[config.mk]
export PLATFORM = sky130hd
export DESIGN_NAME = toggle_pulse_gen
export DESIGN_NICKNAME = d
export VERILOG_FILES = /design/src/rtl/toggle_pulse_gen.sv
export SDC_FILE = /design/constraint.sdc
export NUM_CORES = 1
export LEC_CHECK = 0
export BUFFER_PORTS_ARGS = -buffer_cell sky130_fd_sc_hd__buf_2
export CORE_UTILIZATION = 57
export DETAILED_ROUTE_END_ITERATION = 12
export PLACE_DENSITY_LB_ADDON = 0.05
export SLEW_MARGIN = 15
export SYNTH_ARGS = -nofsm -noshare
export SYNTH_HDL_FRONTEND = slang
export SYNTH_SLANG_ARGS = --single-unit
export TNS_END_PERCENT = 1
[constraint.sdc]
create_clock -name clk -period 4.6 [get_ports clk]
set_clock_uncertainty 0.2 [all_clocks]
set_input_delay 0.23 -clock clk [delete_from_list [all_inputs] [get_ports clk]]
set_output_delay 0.23 -clock clk [all_outputs]
set_load 0.1 [all_outputs]
[src/rtl/toggle_pulse_gen.sv]
// ---------------------------------------------------------------------------
// toggle_pulse_gen
//   Turns a raw, bouncing push-button level into a clean single-cycle toggle
//   request for a downstream T flip-flop. The raw level is brought into the
//   clock domain by a two-flop synchroniser. A four-state FSM with a small
//   counter then debounces it. Each qualified press (low->high) produces one
//   cycle of t. A wrapping press counter is kept for debug.
//
// Ports
//   clk          in   1       rising-edge clock, the only clock
//   rst          in   1       synchronous, active-high reset
//   btn_in       in   1       raw button level, asynchronous to clk, may bounce
//   t            out  1       one-cycle toggle request (registered)
//   btn_stable   out  1       debounced, synchronised button level (registered)
//   press_count  out  PCNT_W  number of t pulses since reset, wraps
// ---------------------------------------------------------------------------
module toggle_pulse_gen #(
    parameter int DEBOUNCE_CYCLES = 4,
    parameter int CNT_W           = 4,
    parameter int PCNT_W          = 8
) (
    input  logic              clk,
    input  logic              rst,
    input  logic              btn_in,
    output logic              t,
    output logic              btn_stable,
    output logic [PCNT_W-1:0] press_count
);

    typedef enum logic [1:0] {
        IDLE_LO = 2'd0,
        CHK_HI  = 2'd1,
        IDLE_HI = 2'd2,
        CHK_LO  = 2'd3
    } state_e;

    // A level is accepted on the sample that brings the run of new-level
    // samples to DEBOUNCE_CYCLES. The counter holds the run length so far.
    localparam logic [CNT_W-1:0]  CNT_LAST  = CNT_W'(DEBOUNCE_CYCLES - 1);
    localparam logic [CNT_W-1:0]  CNT_ONE   = CNT_W'(1);
    localparam logic [CNT_W-1:0]  CNT_ZERO  = '0;
    localparam logic [PCNT_W-1:0] PCNT_ONE  = PCNT_W'(1);
    localparam logic [PCNT_W-1:0] PCNT_ZERO = '0;

    logic              sync1_q;
    logic              sync2_q;
    state_e            state_q;
    state_e            state_d;
    logic [CNT_W-1:0]  cnt_q;
    logic [CNT_W-1:0]  cnt_d;
    logic              t_q;
    logic              t_d;
    logic              stable_q;
    logic              stable_d;
    logic [PCNT_W-1:0] pcnt_q;
    logic [PCNT_W-1:0] pcnt_d;

    // Next-state and next-output logic of the debounce FSM. It looks only at sync2_q.
    always_comb begin
        state_d  = state_q;
        cnt_d    = cnt_q;
        t_d      = 1'b0;
        stable_d = stable_q;
        pcnt_d   = pcnt_q;
        case (state_q)
            IDLE_LO: begin
                if (sync2_q) begin
                    state_d = CHK_HI;
                    cnt_d   = CNT_ONE;
                end else begin
                    state_d = IDLE_LO;
                end
            end
            CHK_HI: begin
                if (!sync2_q) begin
                    // Bounce: drop the partial qualification, no pulse.
                    state_d = IDLE_LO;
                    cnt_d   = CNT_ZERO;
                end else if (cnt_q == CNT_LAST) begin
                    state_d  = IDLE_HI;
                    stable_d = 1'b1;
                    t_d      = 1'b1;
                    cnt_d    = CNT_ZERO;
                    pcnt_d   = pcnt_q + PCNT_ONE;
                end else begin
                    cnt_d = cnt_q + CNT_ONE;
                end
            end
            IDLE_HI: begin
                if (!sync2_q) begin
                    state_d = CHK_LO;
                    cnt_d   = CNT_ONE;
                end else begin
                    state_d = IDLE_HI;
                end
            end
            CHK_LO: begin
                if (sync2_q) begin
                    state_d = IDLE_HI;
                    cnt_d   = CNT_ZERO;
                end else if (cnt_q == CNT_LAST) begin
                    // A release is accepted silently. Only presses request a toggle.
                    state_d  = IDLE_LO;
                    stable_d = 1'b0;
                    cnt_d    = CNT_ZERO;
                end else begin
                    cnt_d = cnt_q + CNT_ONE;
                end
            end
            default: begin
                state_d  = IDLE_LO;
                cnt_d    = CNT_ZERO;
                stable_d = 1'b0;
            end
        endcase
    end

    // State, synchroniser and output registers. Reset has priority.
    always_ff @(posedge clk) begin
        if (rst) begin
            sync1_q  <= 1'b0;
            sync2_q  <= 1'b0;
            state_q  <= IDLE_LO;
            cnt_q    <= CNT_ZERO;
            t_q      <= 1'b0;
            stable_q <= 1'b0;
            pcnt_q   <= PCNT_ZERO;
        end else begin
            sync1_q  <= btn_in;
            sync2_q  <= sync1_q;
            state_q  <= state_d;
            cnt_q    <= cnt_d;
            t_q      <= t_d;
            stable_q <= stable_d;
            pcnt_q   <= pcnt_d;
        end
    end

    assign t           = t_q;
    assign btn_stable  = stable_q;
    assign press_count = pcnt_q;

endmodule

# Word-level counts from Yosys, hierarchy flattened
# Cells that the tools add are included.
[word_totals] wordCells=49 register_bits=18
[op_classes] mux=19 addsub=2 bitwise=2 n_reduce_logical=7 eq_ne=12
[op_table] op="two-way mux 4 bit" n=5
[op_table] op="case mux 4 bit (4 select lines)" n=1
[op_table] op="!= test 2 bit (second input constant)" n=6
[op_table] op="adder 8 x 1 -> 8 bit (second input constant)" n=1
[op_table] op="two-way mux 2 bit" n=4
[op_table] op="case mux 2 bit (4 select lines)" n=1
[op_table] op="two-way mux 1 bit" n=7
[op_table] op="!= test 3 bit (second input constant)" n=2
[op_table] op="AND reduction 5 bit" n=1
[op_table] op="adder 4 x 1 -> 4 bit (second input constant)" n=1
[op_table] op="== test 2 bit (second input constant)" n=2
[op_table] op="== test 4 x 2 -> 1 bit (second input constant)" n=1
[op_table] op="AND reduction 2 bit" n=2
[op_table] op="AND reduction 3 bit" n=1
[op_table] op="OR reduction 3 bit" n=1
[op_table] op="== test 2 x 1 -> 1 bit (second input constant)" n=1
[op_table] op="zero test 2 bit" n=1
[op_table] op="NOT 1 bit" n=2
[op_table] op="case mux 1 bit (2 select lines)" n=1
[op_table] op="nonzero test 2 bit" n=1

# Longest topological paths before layout
# Gate-level depths: netlist (run 1).
[logic_depth] ltp_word=4 ltp_mapped=6 mapped_depth_nobuf=4

# Worst setup path before layout (run 1)
# Ideal clock, no wire load.
[synth_timing] kind="flip-flop to flip-flop" startpoint="register pcnt_q[0], in the netlist press_count[0]" endpoint="register pcnt_q[6], in the netlist press_count[6]" t_required_ns=4.330 path_buffers=0 arrival_time_ns=1.992 synth_period_minus_slack_ns=2.263 stages_incl_launch_ff=5 slack_ns=2.337 path_cell_list="dfxtp_1 ha_1 nand3b_1 or4_1 a21oi_1"
[synth_between] elab_chain_cells=1
[synth_rtl] element="start: declaration" line="55" source="logic [PCNT_W-1:0] pcnt_q;"
[synth_rtl] element="start signal: assignment" line="135" source="pcnt_q <= pcnt_d;"
[synth_rtl] element="adder 8 x 1 -> 8 bit" line="84" source="pcnt_d = pcnt_q + PCNT_ONE;"
# No other way between the ends.
# A chain may end at the register's enable or synchronous reset.

# Final worst setup path (run 1)
[layout_timing] startpoint="register cnt_q[0]" endpoint="register pcnt_q[7], in the netlist press_count[7]"
[layout_between] elab_chain_cells=2
[layout_rtl] element="start: declaration" line="49" source="logic [CNT_W-1:0] cnt_q;"
[layout_rtl] element="start signal: assignment" line="132" source="cnt_q <= cnt_d;"
[layout_rtl] element="== test 4 x 2 -> 1 bit" line="79" source="end else if (cnt_q == CNT_LAST) begin"
[layout_rtl] element="AND reduction 3 bit (no line)"
# No other way between the ends.

==> qor.csv, run 1 <==
stage;metric;value;unit
status;status;completed;
setup_path;CP max FO;17;
yosys;Post-Syn Area;812;µm²
floorplan;Die Footprint;1580;µm²
detailed_routing;met3 WL;57;µm
setup_path;Buf+Inv Stages, Crit Path;0;
clocking;H-tree levels;1;
placed_design;dpl ws;2.42;ns
global_routing;total track usage;0.213;
sta;Hold Violations, Final;0;
detailed_routing;number of remaining DRC errors;0;
yosys;Yosys Warn Count;0;
cells_and_area;Layout Nets;107;
clocking;Root Buffer Master;clkbuf_4;
setup_path;R2R depth;4;
setup_path;flop2flop setup slack;2.40;ns
setup_path;crit path cell chain;ha_1 > nand4bb_1 > nor4_1 > mux2_2;
yosys;Mapped Cells;90;
sta;final worst path period share;0.477;
detailed_routing;WL/cell;12.4;µm
clocking;clk_lat worst skew;0.29;ns
job;Max Cap Viol;0;
sta;Fmax;0.455;GHz
placed_design;Placed Cells;111;
sta;PnR worst setup slack;2.40;ns
clocking;total CTS buffers;3;
cells_and_area;Util after Layout;0.689;
placed_design;PortBufs;12;
setup_path;Setup crit start;cnt_q[0]$_SDFFE_PP0P_;
global_routing;first-pass GRT wire length;2190;µm
cells_and_area;area grow syn2layout;11.7;%
detailed_routing;Met1 Wirelength;700;µm
clocking;CTS tree;yes;
clocking;clock-pin slew on the worst setup and hold paths;0.10;ns
sta;Worst Max-Slew Pin Slew;0.569;ns
yosys;library cells used by synthesis;32;
detailed_routing;ANT nets after route;0;
detailed_routing;vias per cell;6.04;
floorplan;IO Pins;13;
setup_path;Worst EP required;4.60;ns
detailed_routing;drt total wl;1440;µm
setup_path;CP Class;register to register;
yosys;share of flip-flops with an asynchronous set or reset;0;
sta;Period minus WS final;2.20;ns
yosys;Post-synth EDFFs;0;
sta;# setup viols final;0;
sta;Fin Setup TNS;0;ns
placed_design;DP HPWL;958;µm
setup_path;crit path DAT;2.19;ns
setup_path;Stages on worst setup path;4;
floorplan;Die Ht;39.7;µm
clocking;CTS sink cnt;18;
global_routing;initial antenna violation count;0;
detailed_routing;Initial DRC Count;22;
yosys;Post-synth top flop;dfxtp_1;
yosys;Syn Area/Cell;9.02;µm²
placed_design;routability cong.;0.730;
setup_path;crit path capture;press_count[7]$_SDFFE_PP0P_;
setup_path;CP max-delay cell;nand4bb_1;
setup_path;Top Family by Delay on Critical Path;simple AND/OR/NAND/NOR gates;
floorplan;Core Area;1320;µm²
cells_and_area;share of layout cells above drive strength 1;0.188;
global_routing;largest net degree at the start of global routing;21;
cells_and_area;Finished Layout Cells;116;
setup_path;worst r2r src;cnt_q[0]$_SDFFE_PP0P_;
pwr;Peak VDD IR;0.000262;V
floorplan;die width;39.7;µm
setup_path;CP max stage delay;0.48;ns
floorplan;Initial Util;0.616;
yosys;Seq cells post-synth;18;
global_routing;grt ovf;0;
global_routing;vias in the first global route;528;
clocking;CTS resizes;0;
floorplan;row cnt;13;
setup_path;reg2reg end;press_count[7]$_SDFFE_PP0P_;
pwr;Pwr Density;311;nW/µm²
min_path;hold crit path type;primary input to register;
sta;max_slew headroom;0.619;
setup_path;CP Capture Type;register;
detailed_routing;metal2 WL;649;µm
sta;RSZ-0062 raised after global routing;no;
setup_path;Startpoint Class;register;
clocking;maximum clock insertion buffer count;2;
detailed_routing;1st-pass router iterations;4;
sta;final slew viol count;0;
detailed_routing;routed vias;701;
pwr;P_leak;0.000333;µW
yosys;Synthesized Nets;95;
detailed_routing;DR top layer;met4;
yosys;sequential share of the synthesized area;0.444;
cells_and_area;n_diodes;0;
==> sequential cells by signal (all words and copies together) (netlist names), named ones only <==
name,cells
t,1
state_q,1
sync1_q,1
btn_stable,1
sync2_q,1
press_count,8
cnt_q,4
==> how the worst min path moves through the flow <==
stage          slack, ns                from                           to  cells after the start
2_1_floorplan       0.16              btn_in           sync1_q$_SDFF_PP0_                      1
3_3_place_gp        0.23  sync1_q$_SDFF_PP0_           sync2_q$_SDFF_PP0_                      1
3_5_place_dp        0.23  sync1_q$_SDFF_PP0_           sync2_q$_SDFF_PP0_                      1
4_1_cts             0.11                 rst           sync2_q$_SDFF_PP0_                      2
5_1_grt             0.12                 rst  press_count[6]$_SDFFE_PP0P_                      2
6_report            0.11                 rst           sync1_q$_SDFF_PP0_                      2
==> power breakdown <==
group / leakage (µW) / switching [µW] / total [µW] / internal (µW)
registers: 0.000146 / 2.70 / 162 / 159
clock network: 0.0000210 / 49.7 / 98.0 / 48.3
logic: 0.000166 / 17.6 / 22.8 / 5.24
==> metal layers <==
| metal | vias to the layer above | global-route usage |
|---|---|---|
| met5 | - | 0 |
| met4 | 0 | 0.155 |
| met3 | 4 | 0.0341 |
| met2 | 17 | 0.287 |
| met1 | 324 | 0.298 |
| li1 | 356 | - |
==> final cells by class <==
cell class	count	area [µm²]
multi-input cells	64	414
fillers	97	410
flip-flops and latches	18	360
repair buffers	13	70.1
clock buffers	4	36.3
well taps	15	18.8
inverters	2	7.51
==> worst reg2reg max path: stages, from the launching register on <==
cell and delay [ns]:
dfxtp_1 0.39, ha_1 0.21, nand4bb_1 0.48, nor4_1 0.45, mux2_2 0.37
==> through the flow <==
stage	hold WS (ns)	area [µm²]	power, µW
after floorplan	0.158	812	184
after global placement	0.228	861	187
after detailed placement	0.230	861	187
after CTS	0.105	907	286
after global routing	0.119	907	294
final	0.105	907	282
==> placed cells by master, fill, tap and decap left out, drive strengths merged, types with 2 or more instances in the layout <==
cell    synthesis  routed
o21ai           4       4
nor2b           4       4
nor2            2       2
nand4b          2       2
a21oi          11      11
clkbuf          2       4
buf             4      12
or4             5       5
nand3           7       7
nor3            2       2
dfxtp          18      18
nand4           2       2
nand2           3       3
or3             2       2
inv             2       2
o31ai           4       4
ha              2       2
==> what timing repair did <==
| action | in CTS | in global routing |
|---|---|---|
| hold endpoints to repair | 1 | 0 |
| hold buffers | 1 | 0 |
| buffers inserted | 0 | 0 |
| setup endpoints to repair | 0 | 0 |
==> logic make-up (layout without fill, tap and decap cells) <==
kind of cell,after synthesis,count (layout),synth area share
flip-flops,18,18,0.444
adder cells (fa/ha/maj),2,2,0.0308
multiplexers,1,1,0.0139
buffers and inverters,8,19,0.0462
AO/OA/AOI/OAI,23,23,0.163
AND/OR/NAND/NOR,36,36,0.280
XOR/XNOR,2,2,0.0216
==> Yosys cell counts (2+ instances only) <==
master	instances	area share
o31ai_1	4	0.037
nand3_1	7	0.043
nand4b_1	2	0.022
nand2_1	3	0.014
nor2b_1	4	0.031
nor2_1	2	0.0092
nor3_1	2	0.012
dfxtp_1	18	0.44
o21ai_0	4	0.025
clkbuf_1	2	0.0092
or3_1	2	0.015
ha_1	2	0.031
or4_1	5	0.046
buf_2	3	0.018
a21oi_1	11	0.068
inv_1	2	0.0092
nand4_1	2	0.015
No activity file was read; power rests on OpenSTA's default activity.
==> run 2, diff against run 1 <==
CORE_UTILIZATION = 47   (was 57)
clock period = 1.95 ns   (was 4.6 ns; I/O delays follow)
==> run 2 against run 1 <==
Highest routed layer is now met3; flip-flop and latch count unchanged; setup slack worse by 2.3 ns; combinational power rose to 2.6 times the previous value; final area up 5.2%; core utilization down 7.6 points; sequential share of layout area down 1.1 points; via count up 1.9%; fmax up 19%; final cell count up 4.3%; largest power group unchanged; wire length up 8.1%; first-iteration DRC count down 27%; total power up 120%.
==> qor.csv, run 2 (synthesis gave the netlist of run 1 again) <==
stage;metric;value;unit;change
floorplan;Core Area;1560;µm²;+18%
sta;# setup viols final;0;;unchanged
pwr;Pwr Density;650;nW/µm²;+110%
clocking;CTS tree;yes;;
global_routing;met1 Resource Use GR;0.285;;-0.0122
detailed_routing;WL/cell;12.8;µm;+3.6%
pwr;P_leak;0.000350;µW;+5.2%
detailed_routing;drt total wl;1550;µm;+8.1%
global_routing;Global Route met2 Usage;0.284;;-0.00330
global_routing;total track usage;0.190;;-0.0229
sta;Fin Setup TNS;0;ns;unchanged
cells_and_area;Finished Layout Cells;121;;+4.3%
setup_path;CP max FO;17;;unchanged
placed_design;PortBufs;12;;unchanged
sta;final worst path period share;0.947;;+0.470
clocking;maximum clock insertion buffer count;2;;unchanged
setup_path;flop2flop setup slack;0.10;ns;-2.30 ns
cells_and_area;commonest non-fill, non-tap cells in the layout;12 x buf_2, 11 x a21oi_1, 11 x dfxtp_1;;
sta;RSZ-0062 raised after global routing;no;;
cells_and_area;n_diodes;0;;unchanged
detailed_routing;ANT nets after route;0;;unchanged
global_routing;met3 Usage GRT;0.0375;;+0.00341
placed_design;Placed Cells;115;;+3.6%
sta;Period minus WS final;1.85;ns;-0.348 ns
clocking;total CTS buffers;3;;unchanged
min_path;hold crit path type;register to register;;
sta;Fmax;0.541;GHz;+19%
global_routing;first-pass GRT wire length;2770;µm;+27%
setup_path;CP max-delay cell;or4_1;;
clocking;H-tree levels;1;;unchanged
floorplan;Initial Util;0.521;;-0.0955
min_path;WHS Path Cells;1;;-1
pwr;Peak VDD IR;0.000383;V;+46%
floorplan;IO Pins;13;;unchanged
global_routing;largest net degree at the start of global routing;21;;unchanged
cells_and_area;area grow syn2layout;17.6;%;
sta;PnR worst setup slack;0.103;ns;-2.30 ns
cells_and_area;Util after Layout;0.612;;-0.0761
setup_path;worst r2r src;cnt_q[0]$_SDFFE_PP0P_;;
min_path;Min-Delay Endpoint;sync2_q$_SDFF_PP0_;;
floorplan;Die Ht;43.6;µm;+9.6%
clocking;Root Buffer Master;clkbuf_4;;
setup_path;crit path DAT;1.86;ns;-0.33 ns
floorplan;row cnt;14;;+1
setup_path;R2R depth;5;;+1
job;Max Cap Viol;0;;unchanged
detailed_routing;1st-pass router iterations;4;;unchanged
global_routing;busiest grt layer;met1;;
sta;Min Hold Slack;0.249;ns;+0.144 ns
min_path;min-delay src;sync1_q$_SDFF_PP0_;;
setup_path;CP Capture Type;register;;
setup_path;CP max stage delay;0.51;ns;+0.03 ns
clocking;CTS sink cnt;18;;unchanged
clocking;clock-pin slew on the worst setup and hold paths;0.10;ns;about the same
setup_path;reg2reg end;press_count[6]$_SDFFE_PP0P_;;
setup_path;Worst EP required;1.96;ns;-2.64 ns
detailed_routing;Initial DRC Count;16;;-27%
sta;Hold Violations, Final;0;;unchanged
global_routing;vias in the first global route;635;;+20%
floorplan;die width;43.6;µm;+9.6%
cells_and_area;share of layout cells above drive strength 1;0.286;;+0.0976
setup_path;CP Class;register to register;;
global_routing;grt ovf;0;;unchanged
clocking;clk_lat worst skew;0.28;ns;about the same
placed_design;dpl ws;0.0791;ns;-2.34 ns
global_routing;initial antenna violation count;0;;unchanged
detailed_routing;vias per cell;5.90;;-2.4%
sta;final slew viol count;0;;unchanged
cells_and_area;Layout Nets;112;;+4.7%
detailed_routing;number of remaining DRC errors;0;;unchanged
detailed_routing;routed vias;714;;+1.9%
cells_and_area;commonest non-fill, non-tap cell in the layout;buf_2;;
setup_path;crit path cell chain;ha_2 > nand4bb_1 > buf_4 > or4_1 > a21oi_1;;
sta;Worst Max-Slew Pin Slew;0.483;ns;-0.0856 ns
placed_design;routability cong.;0.730;;about the same
sta;max_slew headroom;0.680;;+0.0615
floorplan;Die Footprint;1900;µm²;+20%
clocking;Setup Fix Bufs, Post-CTS;0;;unchanged
placed_design;DP HPWL;1040;µm;+8.4%
status;status;completed;;
setup_path;Startpoint Class;register;;
cells_and_area;max reg flops;8;;unchanged
==> run 2: what timing repair did <==
action | 4_1_cts | 5_1_grt
setup endpoints to repair | 0 | 3
hold buffers | 3 | 0
resized for setup | 0 | 2
endpoints found under the hold margin | 6 | 0
==> run 2: per-stage QoR <==
stage / power (µW) / instance area [µm²]
after global placement: 444 / 893
final: 621 / 955
after CTS: 626 / 946
after detailed placement: 444 / 893
after global routing: 641 / 955
after floorplan: 434 / 821
==> run 2: worst max path at each step <==
| stage | startpoint | end | slack, ns | cells after the start |
|---|---|---|---|---|
| floorplan | press_count[1]$_SDFFE_PP0P_ | press_count[6]$_SDFFE_PP0P_ | 0.04 | 4 |
| CTS | cnt_q[0]$_SDFFE_PP0P_ | press_count[7]$_SDFFE_PP0P_ | 0.07 | 5 |
| finish | cnt_q[0]$_SDFFE_PP0P_ | press_count[6]$_SDFFE_PP0P_ | 0.10 | 5 |
| global placement | cnt_q[0]$_SDFFE_PP0P_ | press_count[7]$_SDFFE_PP0P_ | 0.14 | 5 |
| global route | cnt_q[0]$_SDFFE_PP0P_ | press_count[4]$_SDFFE_PP0P_ | 0.001 | 5 |
| detailed placement | cnt_q[0]$_SDFFE_PP0P_ | press_count[7]$_SDFFE_PP0P_ | 0.08 | 5 |
==> run 2: worst max-delay path, delay by kind of cell, from the launching register on <==
| family | cells | cell delay, ns |
|---|---|---|
| AND/OR/NAND/NOR | 2 | 0.61 |
| adder cells (fa/ha/maj) | 1 | 0.22 |
| buffers and inverters | 1 | 0.19 |
| flip-flops | 1 | 0.39 |
| AO/OA/AOI/OAI | 1 | 0.15 |
==> run 2: final cells by class <==
class                   count  area [µm²]
clock buffers               3        22.5
fillers                   132         604
inverters                   2        7.51
multi-input cells          64         423
flip-flops and latches     18         369
well taps                  16        20.0
repair buffers             18         113
==> run 2: report_power, final <==
part / switching (µW) / total (µW) / internal, µW / leakage (µW)
Combinational: 43.3 / 60.0 / 16.6 / 0.000187
Sequential: 6.08 / 381 / 375 / 0.000149
Clock: 109 / 180 / 71.6 / 0.0000138
==> run 2: layer usage <==
layer | vias up | share of wire
met5 | - | 0
met4 | 0 | 0
met3 | 0 | 0.033
met2 | 13 | 0.43
met1 | 325 | 0.54
li1 | 376 | -
